[src/rtl/ccff_chain_loader.sv]
// ccff_chain_loader: drives the fabric configuration scan chain from a
// word-wide bitstream source. Words arrive on a valid/ready handshake and are
// shifted out LSB-first on ccff_head, with chain_clk_en gating prog_clk so the
// chain only advances on cycles that carry a real bit.
// Optional feature: define CCFF_CHAIN_VERIFY_EN to prepend SENTINEL and check
// it on ccff_tail once it has travelled the full chain length.
module ccff_chain_loader #(
  parameter int                WORD_W    = 32,
  parameter int                CHAIN_LEN = 1024,
  parameter int                SENT_W    = 16,
  parameter logic [SENT_W-1:0] SENTINEL  = 16'hC3A5
) (
  input  logic              prog_clk,
  input  logic              prog_reset_n,
  input  logic              start,
  input  logic [WORD_W-1:0] word_data,
  input  logic              word_valid,
  output logic              word_ready,
  output logic              ccff_head,
  output logic              chain_clk_en,
  input  logic              ccff_tail,
  output logic              busy,
  output logic              done,
  output logic              error
);

  // Number of bitstream words and the index of the last bit that is actually
  // shifted out of the final (possibly partial) word.
  localparam int NWORDS   = (CHAIN_LEN + WORD_W - 1) / WORD_W;
  localparam int LAST_IDX = (CHAIN_LEN - 1) % WORD_W;
  localparam int IDX_W    = (WORD_W > 1) ? $clog2(WORD_W) : 1;
  localparam int WCNT_W   = $clog2(NWORDS + 1);

  localparam logic [IDX_W-1:0]  FULL_LAST = IDX_W'(WORD_W - 1);
  localparam logic [IDX_W-1:0]  PART_LAST = IDX_W'(LAST_IDX);
  localparam logic [WCNT_W-1:0] WORDS_ALL = WCNT_W'(NWORDS);

`ifdef CCFF_CHAIN_VERIFY_EN
  localparam int SIDX_W  = (SENT_W > 1) ? $clog2(SENT_W) : 1;
  localparam int SHIFT_W = $clog2(CHAIN_LEN + SENT_W + 1);

  typedef enum logic [1:0] {
    IDLE = 2'd0,
    SENT = 2'd1,
    LOAD = 2'd2,
    DONE = 2'd3
  } state_t;
`else
  typedef enum logic [1:0] {
    IDLE = 2'd0,
    LOAD = 2'd2,
    DONE = 2'd3
  } state_t;
`endif

  state_t state_reg, state_next;

  // Single word buffer: the word currently being serialized.
  logic [WORD_W-1:0] buf_reg, buf_next;
  logic              buf_valid_reg, buf_valid_next;
  logic              buf_last_reg, buf_last_next;   // buffered word is the final one
  logic [IDX_W-1:0]  bit_idx_reg, bit_idx_next;
  logic [WCNT_W-1:0] words_left_reg, words_left_next;

  logic [IDX_W-1:0]  last_bit;
  logic              at_last;

`ifdef CCFF_CHAIN_VERIFY_EN
  logic [SIDX_W-1:0]  sent_idx_reg, sent_idx_next;
  logic [SHIFT_W-1:0] shift_cnt_reg, shift_cnt_next;   // enabled cycles since start
  logic               error_reg, error_next;
  logic               sent_win;
  logic [SHIFT_W-1:0] sent_off;
`else
  // Without verification the tail and the sentinel have no consumer.
  logic              unused_tail;
  logic [SENT_W-1:0] unused_sentinel;
  assign unused_tail     = ccff_tail;
  assign unused_sentinel = SENTINEL;
`endif

  // The final word only shifts its low bits; upper bits are dropped.
  assign last_bit = buf_last_reg ? PART_LAST : FULL_LAST;
  assign at_last  = (bit_idx_reg == last_bit);

  // Next-state logic and flop-derived outputs (no input-to-output paths).
  always_comb begin
    state_next      = state_reg;
    buf_next        = buf_reg;
    buf_valid_next  = buf_valid_reg;
    buf_last_next   = buf_last_reg;
    bit_idx_next    = bit_idx_reg;
    words_left_next = words_left_reg;
    word_ready      = 1'b0;
    ccff_head       = 1'b0;
    chain_clk_en    = 1'b0;
    busy            = 1'b0;
    done            = 1'b0;
`ifdef CCFF_CHAIN_VERIFY_EN
    sent_idx_next   = sent_idx_reg;
    shift_cnt_next  = shift_cnt_reg;
    error_next      = error_reg;
    sent_win        = 1'b0;
    sent_off        = '0;
`endif

    case (state_reg)
      IDLE: begin
        if (start) begin
          buf_next        = '0;
          buf_valid_next  = 1'b0;
          buf_last_next   = 1'b0;
          bit_idx_next    = '0;
          words_left_next = WORDS_ALL;
`ifdef CCFF_CHAIN_VERIFY_EN
          sent_idx_next   = '0;
          shift_cnt_next  = '0;
          error_next      = 1'b0;
          state_next      = SENT;
`else
          state_next      = LOAD;
`endif
        end
      end

`ifdef CCFF_CHAIN_VERIFY_EN
      SENT: begin
        busy          = 1'b1;
        chain_clk_en  = 1'b1;
        ccff_head     = SENTINEL[sent_idx_reg];
        sent_idx_next = sent_idx_reg + 1'b1;
        if (sent_idx_reg == SIDX_W'(SENT_W - 1)) begin
          state_next = LOAD;
        end
      end
`endif

      LOAD: begin
        busy         = 1'b1;
        chain_clk_en = buf_valid_reg;
        ccff_head    = buf_reg[bit_idx_reg];
        // Refill is allowed in the same cycle the last bit leaves the buffer,
        // so a continuously valid source never sees a bubble.
        word_ready   = (words_left_reg != '0) && (!buf_valid_reg || at_last);

        if (buf_valid_reg) begin
          bit_idx_next = bit_idx_reg + 1'b1;
          if (at_last) begin
            buf_valid_next = 1'b0;
            if (buf_last_reg) begin
              state_next = DONE;
            end
          end
        end

        if (word_valid && word_ready) begin
          buf_next        = word_data;
          buf_valid_next  = 1'b1;
          bit_idx_next    = '0;
          buf_last_next   = (words_left_reg == WCNT_W'(1));
          words_left_next = words_left_reg - 1'b1;
        end
      end

      DONE: begin
        busy       = 1'b1;
        done       = 1'b1;
        state_next = IDLE;
      end

      default: begin
        state_next = IDLE;
      end
    endcase

`ifdef CCFF_CHAIN_VERIFY_EN
    // The sentinel emerges on the tail once c reaches CHAIN_LEN.
    if (chain_clk_en) begin
      shift_cnt_next = shift_cnt_reg + 1'b1;
      sent_win = (shift_cnt_reg >= SHIFT_W'(CHAIN_LEN)) &&
                 (shift_cnt_reg <  SHIFT_W'(CHAIN_LEN + SENT_W));
      sent_off = shift_cnt_reg - SHIFT_W'(CHAIN_LEN);
      if (sent_win && (ccff_tail != SENTINEL[sent_off[SIDX_W-1:0]])) begin
        error_next = 1'b1;
      end
    end
`endif
  end

  // FSM state register.
  always_ff @(posedge prog_clk) begin
    if (!prog_reset_n) begin
      state_reg <= IDLE;
    end else begin
      state_reg <= state_next;
    end
  end

  // Buffer, index and word-count registers.
  always_ff @(posedge prog_clk) begin
    if (!prog_reset_n) begin
      buf_reg        <= '0;
      buf_valid_reg  <= 1'b0;
      buf_last_reg   <= 1'b0;
      bit_idx_reg    <= '0;
      words_left_reg <= '0;
    end else begin
      buf_reg        <= buf_next;
      buf_valid_reg  <= buf_valid_next;
      buf_last_reg   <= buf_last_next;
      bit_idx_reg    <= bit_idx_next;
      words_left_reg <= words_left_next;
    end
  end

`ifdef CCFF_CHAIN_VERIFY_EN
  // Sentinel index, shift counter and sticky mismatch flag.
  always_ff @(posedge prog_clk) begin
    if (!prog_reset_n) begin
      sent_idx_reg  <= '0;
      shift_cnt_reg <= '0;
      error_reg     <= 1'b0;
    end else begin
      sent_idx_reg  <= sent_idx_next;
      shift_cnt_reg <= shift_cnt_next;
      error_reg     <= error_next;
    end
  end

  assign error = error_reg;
`else
  assign error = 1'b0;
`endif

endmodule

[config.mk]
export PLATFORM = sky130hd
export DESIGN_NAME = ccff_chain_loader
export DESIGN_NICKNAME = d
export VERILOG_FILES = /design/src/rtl/ccff_chain_loader.sv
export SDC_FILE = /design/constraint.sdc
export NUM_CORES = 1
export LEC_CHECK = 0
export ABC_AREA = 1
export BUFFER_PORTS_ARGS = -buffer_cell sky130_fd_sc_hd__buf_4
export CORE_ASPECT_RATIO = 2
export CORE_MARGIN = 2
export CORE_UTILIZATION = 40
export DETAILED_ROUTE_END_ITERATION = 10
export GPL_ROUTABILITY_DRIVEN = 0
export GPL_TIMING_DRIVEN = 0
export RECOVER_POWER = 100
export SETUP_SLACK_MARGIN = 0.15
export SYNTH_ARGS = -nofsm -noshare
export SYNTH_HDL_FRONTEND = slang
export SYNTH_SLANG_ARGS = --single-unit
export TNS_END_PERCENT = 1
[constraint.sdc]
create_clock -name prog_clk -period 2.6 [get_ports prog_clk]
set_input_delay 0.13 -clock prog_clk [delete_from_list [all_inputs] [get_ports prog_clk]]
set_output_delay 0.13 -clock prog_clk [all_outputs]
set_load 0.05 [all_outputs]
Word level (Yosys, flattened, before mapping)
Index checks and enable logic that the tools add are counted.
{ "classes": {"n_reduce_logical": 12, "bitwise_logic": 0, "n_lt_le_gt_ge": 1, "shifts": 0, "eq_ne": 10, "mul": 0, "mux": 29, "addsub": 2, "n_div": 0} }
{ "op_table": {"columns": ["op", "n"], "rows": [
  ["$mux 32", 2],
  ["$pmux 32 s2", 1],
  ["$mux 5", 3],
  ["$mux 6", 2],
  ["$pmux 6 s2", 1],
  ["$mux 1", 11],
  ["$ne 2x2->1 const B", 5],
  ["$pmux 5 s2", 1],
  ["$mux 2", 4],
  ["$eq 6x1->1 const B", 1],
  ["$lt 5x6->1 const B", 1],
  ["$reduce_and 3->1", 2],
  ["$reduce_bool 6->1", 1],
  ["$sub 6x1->6 const B", 1],
  ["$add 5x1->5 const B", 1],
  ["$bmux 1 s5", 1],
  ["$eq 5x5->1 const B", 1],
  ["$eq 2x2->1 const B", 2],
  ["$pmux 1 s2", 2],
  ["$pmux 2 s2", 1],
  ["$reduce_and 4->1", 1],
  ["$ne 3x3->1 const B", 1],
  ["$logic_and 1x1->1", 2],
  ["$logic_not 2->1", 1],
  ["5 further kinds", 5]
]} }
{ "totals": {"inputBits": 37, "output_inout_bits": 6, "wordCells": 60, "romBits": 0, "memories": 0, "ff_bits": 47, "mem_bits_rw": 0, "latchBits": 0} }

Depth between registers and ports, before layout
Gate-level depths: netlist of run 1.
{ "depth": {"depth_word": 6, "depth_mapped": 12, "depth_no_buf": 11} }

Least setup slack after synthesis of run 1
No wires, ideal clock.
{ "synth_path": {"path_type": "reg2reg", "start": "reg state_reg[1]", "end": "reg bit_idx_reg[2]", "required_time_ps": 2482, "path_slack_ps": 745, "n_path_buf": 0, "arrival_time_ps": 1737, "path_stages_with_launch": 8, "setup_ps": 118, "path_cell_list": "dfxtp_1 > inv_2 > nor2_8 > inv_1 > nor2_1 > inv_1 > o211ai_1 > nor2_1"} }
{ "synth_between": {"elab_chain_cells": 3} }
{ "synth_rtl": {"columns": ["item", "line_no", "rtl"], "rows": [
  ["from (decl)", "56", "state_t state_reg, state_next;"],
  ["from (signal assigned)", "195", "state_reg <= state_next;"],
  ["$eq 2x2->1 / $logic_not 2->1 (equally long branches)", "107", "case (state_reg)"],
  ["$ne 3x3->1 (no line), or another cell as far along", null, null],
  ["$reduce_and 3->1 (no line)", null, null],
  ["to (signal assigned)", "211", "bit_idx_reg <= bit_idx_next;"],
  ["to (decl)", "62", "logic [IDX_W-1:0] bit_idx_reg, bit_idx_next;"]
]} }
Parallel ways exist; a longest one is shown, timed or not.
A chain may end at the register's enable or synchronous reset.

Worst setup path after layout of run 1
{ "layout_path": {"start": "reg bit_idx_reg[0]", "end": "reg buf_reg[22]"} }
{ "layout_between": {"elab_chain_cells": 6} }
{ "layout_rtl": {"columns": ["item", "line_no", "rtl"], "rows": [
  ["$eq 5x5->1", "84", "assign at_last = (bit_idx_reg == last_bit);"],
  ["$logic_or 1x1->1", "144", "word_ready = (words_left_reg != '0) && (!buf_valid_reg || at_last);"],
  ["$logic_and 1x1->1", "144", null],
  ["$logic_and 1x1->1", "156", "if (word_valid && word_ready) begin"],
  ["$ne 2x2->1 (no line)", null, null],
  ["$reduce_and 3->1 (no line)", null, null],
  ["to (signal assigned)", "208", "buf_reg <= buf_next;"],
  ["to (decl)", "59", "logic [WORD_W-1:0] buf_reg, buf_next;"]
]} }
No other way between the ends.

==> out/metrics.cfg, run 1 <==
[status]
outcome=completed

[route]
wirelength_mm=6.183
dr.pass1.iters=4
drtIter0Drc=80
vias=2308
postRouteAntennaNets=0
drc=0
viasPerCell=5.073
wl_per_cell_um=13.59

[final_layout]
largest_register_ffs=32
fin_cells=455
diodes=0
syn2layout_area_growth_pct=18.56
fillers=647
drive_gt1_share_pct=21.17
fin_nets=432

[clock_network]
root_buffer=clkbuf_16
postCtsResizedCells=0
clk_pin_slew_ns=0.06
numCtsBuffers=5
clock_path_buffers=2
clkLatencyLatePin_ns=0.29
post_cts_buffers=0
h-tree-depth=2
cts_tree=built
cts.sinks=47
hold_buffers=0

[critical_path]
path_cells=ha_1 > nand2_1 > nor2_1 > ha_1 > or2_4 > nand4_1 > nand2_1 > clkinvlp_2 > clkbuf_2 > buf_12 > a21oi_1 > nor2_2
crit_path_max_incr_delay_ns=0.33
crit_type=register to register
worst_setup_path_end_kind=register
crit_fanout=10
start_kind=register
cp_data_required_time_ns=2.78
arrival_ns=2.47
slowest_stage=dfxtp_1

[job]
cap_violations=0

[power]
p_leak_nw=1.241
power.density_mw_per_mm2=658.7
ir_drop_uv=445.0

[synth]
yosys_warnings=0
synthTopCellsByCount=nand2_1 (62), dfxtp_1 (47), nor2_1 (45)
synth_cell_type_count=31
synth_edf_count=0
avgSynthCellArea_sq_um=7.114
synthesis.area_sq_mm=0.002447
seq_area_frac_synth_pct=38.45
synth-async-reset-ratio_pct=0
yosysMostFrequentCell=nand2_1
synth_nets=385
yosys.area.top_type_share_pct=38.45
synth_area_leaders=dfxtp_1 (38%), nand2_1 (9.5%), o21ai_0 (7.6%)
yosys_register_bits=47
synth_top_area_cell=dfxtp_1
ys.flop_type=dfxtp_1
synthCells=344

[grt]
grt_use_total_pct=20.33
grt_pass1_wl_mm=10.48
grt_pass1_vias=2289
grt_max_degree=14
grt_antenna_before_repair=0
grt_overflow=0

[die]
core_area_sq_mm=0.005956
die_h_um=114.6
fp-row-count=40
initial_utilization_pct=41.09
die_area_sq_mm=0.006798
io_pins=43
die_x_um=59.31

[sta]
fin_crit_ns=2.282
finalSetupTns_ns=0
timing.slew.headroom_pct=60.22
worstMarginPinSlew_ns=0.5993
fin_crit_sh_pct=87.76
rsz0062_at_grt=false
setup_viol_count_final=0
skew_ns=0.001160
timing.fmax_ghz=0.4383
hold_viol_final=0
finalMaxSlewViolations=0

[placed_design]
post-place-cells=447
dp_hpwl_mm=4.631
port-buffer-count=40

[min_path]
hold_class=primary input to register

-- critical path: cells and delay by family (launching register included) --
family / cells / cell delay [ns]
AND/OR/NAND/NOR: 6 / 0.70
buffers and inverters: 3 / 0.63
adder cells (fa/ha/maj): 2 / 0.36
flip-flops: 1 / 0.33
AO/OA/AOI/OAI: 1 / 0.14
-- stage by stage --
stage	util, %	power, W	worst slack (ns)	hold WS, ns	area [sq um]
after global placement	47.46	0.001266	0.7297	0.3487	2826
after CTS	50.08	0.001950	0.4976	0.05463	2983
after floorplan	-	0.001137	0.7452	0.2532	2447
after detailed placement	47.46	0.001271	0.6996	0.3549	2826
final	48.72	0.001911	0.3183	0.05458	2902
after global routing	48.72	0.002014	0.1456	0.05689	2902
-- final cells by class --
| cell class | count | area [sq um] | area share [%] |
|---|---|---|---|
| clock buffer | 8 | 156.4 | 5.390 |
| sequential | 47 | 940.9 | 32.43 |
| multi-input combinational | 251 | 1220 | 42.04 |
| timing repair buffer | 40 | 282.8 | 9.746 |
| buffer | 22 | 128.9 | 4.442 |
| tap | 63 | 78.83 | 2.717 |
| inverter | 24 | 93.84 | 3.234 |
-- per-layer routing --
layer,wire length [um],GRT usage [%],share of wire (%),vias to the layer above
met2,3471,37.07,56,34
li1,-,-,-,1212
met3,197,4.294,3.2,9
met1,2400,22.20,39,1053
met4,114,6.818,1.8,0
met5,0,0,0,-
-- worst paths after layout --
path             startpoint  slack [ns]      endpoint  cells after the start
max          bit_idx_reg[0]        0.32   buf_reg[22]                     12
min           word_data[31]        0.05   buf_reg[31]                      3
max reg2reg  bit_idx_reg[0]        0.32   buf_reg[22]                     12
min reg2reg    buf_last_reg        0.46  state_reg[0]                      2
-- cells in the final DEF, fill, tap and decap left out, types with 4 or more instances in the layout --
master | netlist | layout
o21ai_0 | 37 | 37
buf_2 | 8 | 6
nand3_1 | 34 | 35
dfxtp_1 | 47 | 47
nor2_2 | 11 | 11
clkbuf_2 | 1 | 4
clkbuf_1 | 5 | 12
a21oi_1 | 32 | 33
inv_1 | 19 | 20
nor2_1 | 45 | 46
buf_4 | 6 | 40
nand2_1 | 62 | 63
a21oi_2 | 10 | 9
clkbuf_16 | 0 | 5
ha_1 | 4 | 4
-- cell families after synthesis --
family / after synthesis / share of synthesized area, %
xor gates and xnor gates: 2 / 0.7159
other: 1 / 0.1532
AOI/OAI and AO/OA: 82 / 18.46
buffers and inverters: 46 / 9.764
DFF: 47 / 38.45
adders and majority gates: 4 / 2.045
and+or+nand+nor: 162 / 30.42
-- power by group --
part	switching [W]	total (W)	internal, W
clock	0.000274	0.000684	0.000410
sequential	0.0000375	0.000821	0.000783
combinational	0.000247	0.000406	0.000159
total	0.000559	0.00191	0.00135
Power figures use the tool's default switching activity.
==> inputs of run 2 (changes only) <==
==> constraint.sdc (replaced) <==
create_clock -name prog_clk -period 2.6 [get_ports prog_clk]
set_input_delay 0.13 -clock prog_clk [delete_from_list [all_inputs] [get_ports prog_clk]]
set_output_delay 0.13 -clock prog_clk [all_outputs]
set_load 0.1 [all_outputs]
==> run 2 against run 1 <==
  * Sequential cell count did not move
  * First-iteration DRC count is 28% lower
  * Core utilization is 0.82 points higher
  * Worst setup slack got worse by 0.0060 ns
  * Largest cell class unchanged
  * Count of clock-buffer cells in the layout down 2
  * Global-route usage rose by 0.40 points
  * Die area unchanged
==> out/metrics.cfg, run 2 (synthesis results as in run 1) <==
[status]
outcome=completed

[final_layout]
layout_commonest_cell=nand2_1
syn2layout_area_growth_pct=20.55
largest_register_ffs=32  ; unchanged
mostFrequentLayoutCells=nand2_1 (62), dfxtp_1 (47), nor2_1 (46), buf_4 (41), o21ai_0 (37)
drive_gt1_share_pct=22.45  ; +1.3 points
fin_cells=455  ; unchanged
fillers=653  ; +0.93%
fin_nets=432  ; unchanged
diodes=0  ; unchanged

[die]
initial_utilization_pct=41.09  ; unchanged
io_pins=43  ; unchanged
fp-row-count=40  ; unchanged
die_h_um=114.6  ; unchanged
core_area_sq_mm=0.005956  ; unchanged
die_x_um=59.31  ; unchanged
die_area_sq_mm=0.006798  ; unchanged

[sta]
fin_crit_sh_pct=87.99  ; +0.23 points
hold_viol_final=0  ; unchanged
fin_crit_ns=2.288  ; +0.006028 ns
finalMaxSlewViolations=0  ; unchanged
skew_ns=0.004695  ; +0.003535 ns
finalSetupTns_ns=0  ; unchanged
timing.slew.headroom_pct=22.94  ; -37 points
setup_viol_count_final=0  ; unchanged
rsz0062_at_grt=false
setup_ws_ns=0.3123  ; -0.006028 ns
timing.fmax_ghz=0.4371  ; -0.26%
holdWs_ns=0.05063  ; -0.003947 ns
worstMarginPinSlew_ns=1.161  ; +0.5616 ns

[placed_design]
place_ws_ns=0.6790  ; -0.02059 ns
port-buffer-count=40  ; unchanged
post-place-cells=447  ; unchanged
dp_hpwl_mm=4.651  ; +0.42%

[power]
power_frac_seq_pct=40.8  ; -2.1 points
share_comb_of_total_power_pct=21.5  ; +0.2 points
power.density_mw_per_mm2=682.8  ; +3.7%
clkPwrFrac_pct=37.8  ; +2.0 points
power.switching_w=0.0005913  ; +5.8%
ir_drop_uv=400.0  ; -10%
swShare_pct=29.35  ; +0.10 points
power.internal_w=0.001423  ; +5.2%
p_leak_nw=1.254  ; +1.1%

[clock_network]
numCtsBuffers=5  ; unchanged
hold_buffers=0  ; unchanged
h-tree-depth=2  ; unchanged
clkLatencyLatePin_ns=0.29  ; about the same
clk_pin_slew_ns=0.07  ; about the same
clock_path_buffers=2  ; unchanged
cts_tree=built
cts.sinks=47  ; unchanged
root_buffer=clkbuf_16

[route]
vias=2300  ; -0.35%
drtIter0Drc=58  ; -28%
wirelength_mm=6.201  ; +0.29%
viasPerCell=5.055  ; -0.35%
wl_per_cell_um=13.63  ; +0.29%
postRouteAntennaNets=0  ; unchanged
drc=0  ; unchanged
dr.pass1.iters=4  ; unchanged

[critical_path]
crit_fanout=10  ; unchanged
crit_type=register to register
cp_data_required_time_ns=2.79  ; about the same
start_kind=register
worst_setup_path_end_kind=register
arrival_ns=2.47  ; about the same

[grt]
grt_use_total_pct=20.73  ; +0.40 points
grt_antenna_before_repair=0  ; unchanged
grt_overflow=0  ; unchanged
grt_pass1_wl_mm=10.52  ; +0.39%
grt_pass1_vias=2303  ; +0.61%
grt_max_degree=15  ; +1

[min_path]
hold_class=primary input to register

[job]
cap_violations=0  ; unchanged

-- run 2: routing by layer --
metal	routed length (um)	part of all wire (%)	global-route usage, %
met1	2528	41	22.46
met5	0	0	0
met2	3373	54	37.66
met3	179	2.9	3.842
met4	119	1.9	8.333
-- run 2: power by group through the flow --
| stage | Sequential (W) | Combinational [W] | Clock, W |
|---|---|---|---|
| 3_5_place_dp | 0.000836 | 0.000455 | 0 |
| 6_report | 0.000821 | 0.000433 | 0.000761 |
| 4_1_cts | 0.000821 | 0.000457 | 0.000775 |
| 3_3_place_gp | 0.000836 | 0.000449 | 0 |
| 5_1_grt | 0.000829 | 0.000494 | 0.000803 |
| 2_1_floorplan | 0.000824 | 0.000333 | 0 |
-- run 2: cell type report --
cell class | count | area (sq um) | area share [%]
clock inverter | 2 | 35.03 | 1.187
timing repair buffer | 40 | 287.8 | 9.754
tap | 63 | 78.83 | 2.672
inverter | 24 | 97.59 | 3.308
buffer | 22 | 127.6 | 4.326
sequential | 47 | 940.9 | 31.89
clock buffer | 6 | 138.9 | 4.707
multi-input combinational | 251 | 1244 | 42.15
-- run 2: through the flow --
step | utilization, % | power (W) | instance area, sq um
floorplan | - | 0.001157 | 2450
global placement | 47.50 | 0.001285 | 2829
detailed placement | 47.50 | 0.001291 | 2829
CTS | 50.42 | 0.002053 | 3003
global route | 49.54 | 0.002125 | 2950
finish | 49.54 | 0.002014 | 2950
-- run 2: final timing paths --
check	from	endpoint	slack (ns)	cells past startpoint
max reg2reg	bit_idx_reg[2]	buf_reg[29]	0.31	11
min reg2reg	buf_last_reg	state_reg[0]	0.46	2
max	bit_idx_reg[2]	buf_reg[29]	0.31	11
min	word_data[30]	buf_reg[30]	0.05	3
-- run 2: what timing repair did --
action	CTS	global route
setup buffers	0	0
gates resized for setup	0	1
endpoints found under the setup margin	0	1
-- run 2: critical path: stages (launching register included) --
cell,delay (ns)
dfxtp_1,0.48
nand2_1,0.11
nor2_1,0.11
ha_1,0.18
or2_0,0.29
nand4_4,0.15
nand2_4,0.12
clkinvlp_2,0.12
clkbuf_2,0.24
buf_12,0.21
a21oi_2,0.12
nor2_2,0.04
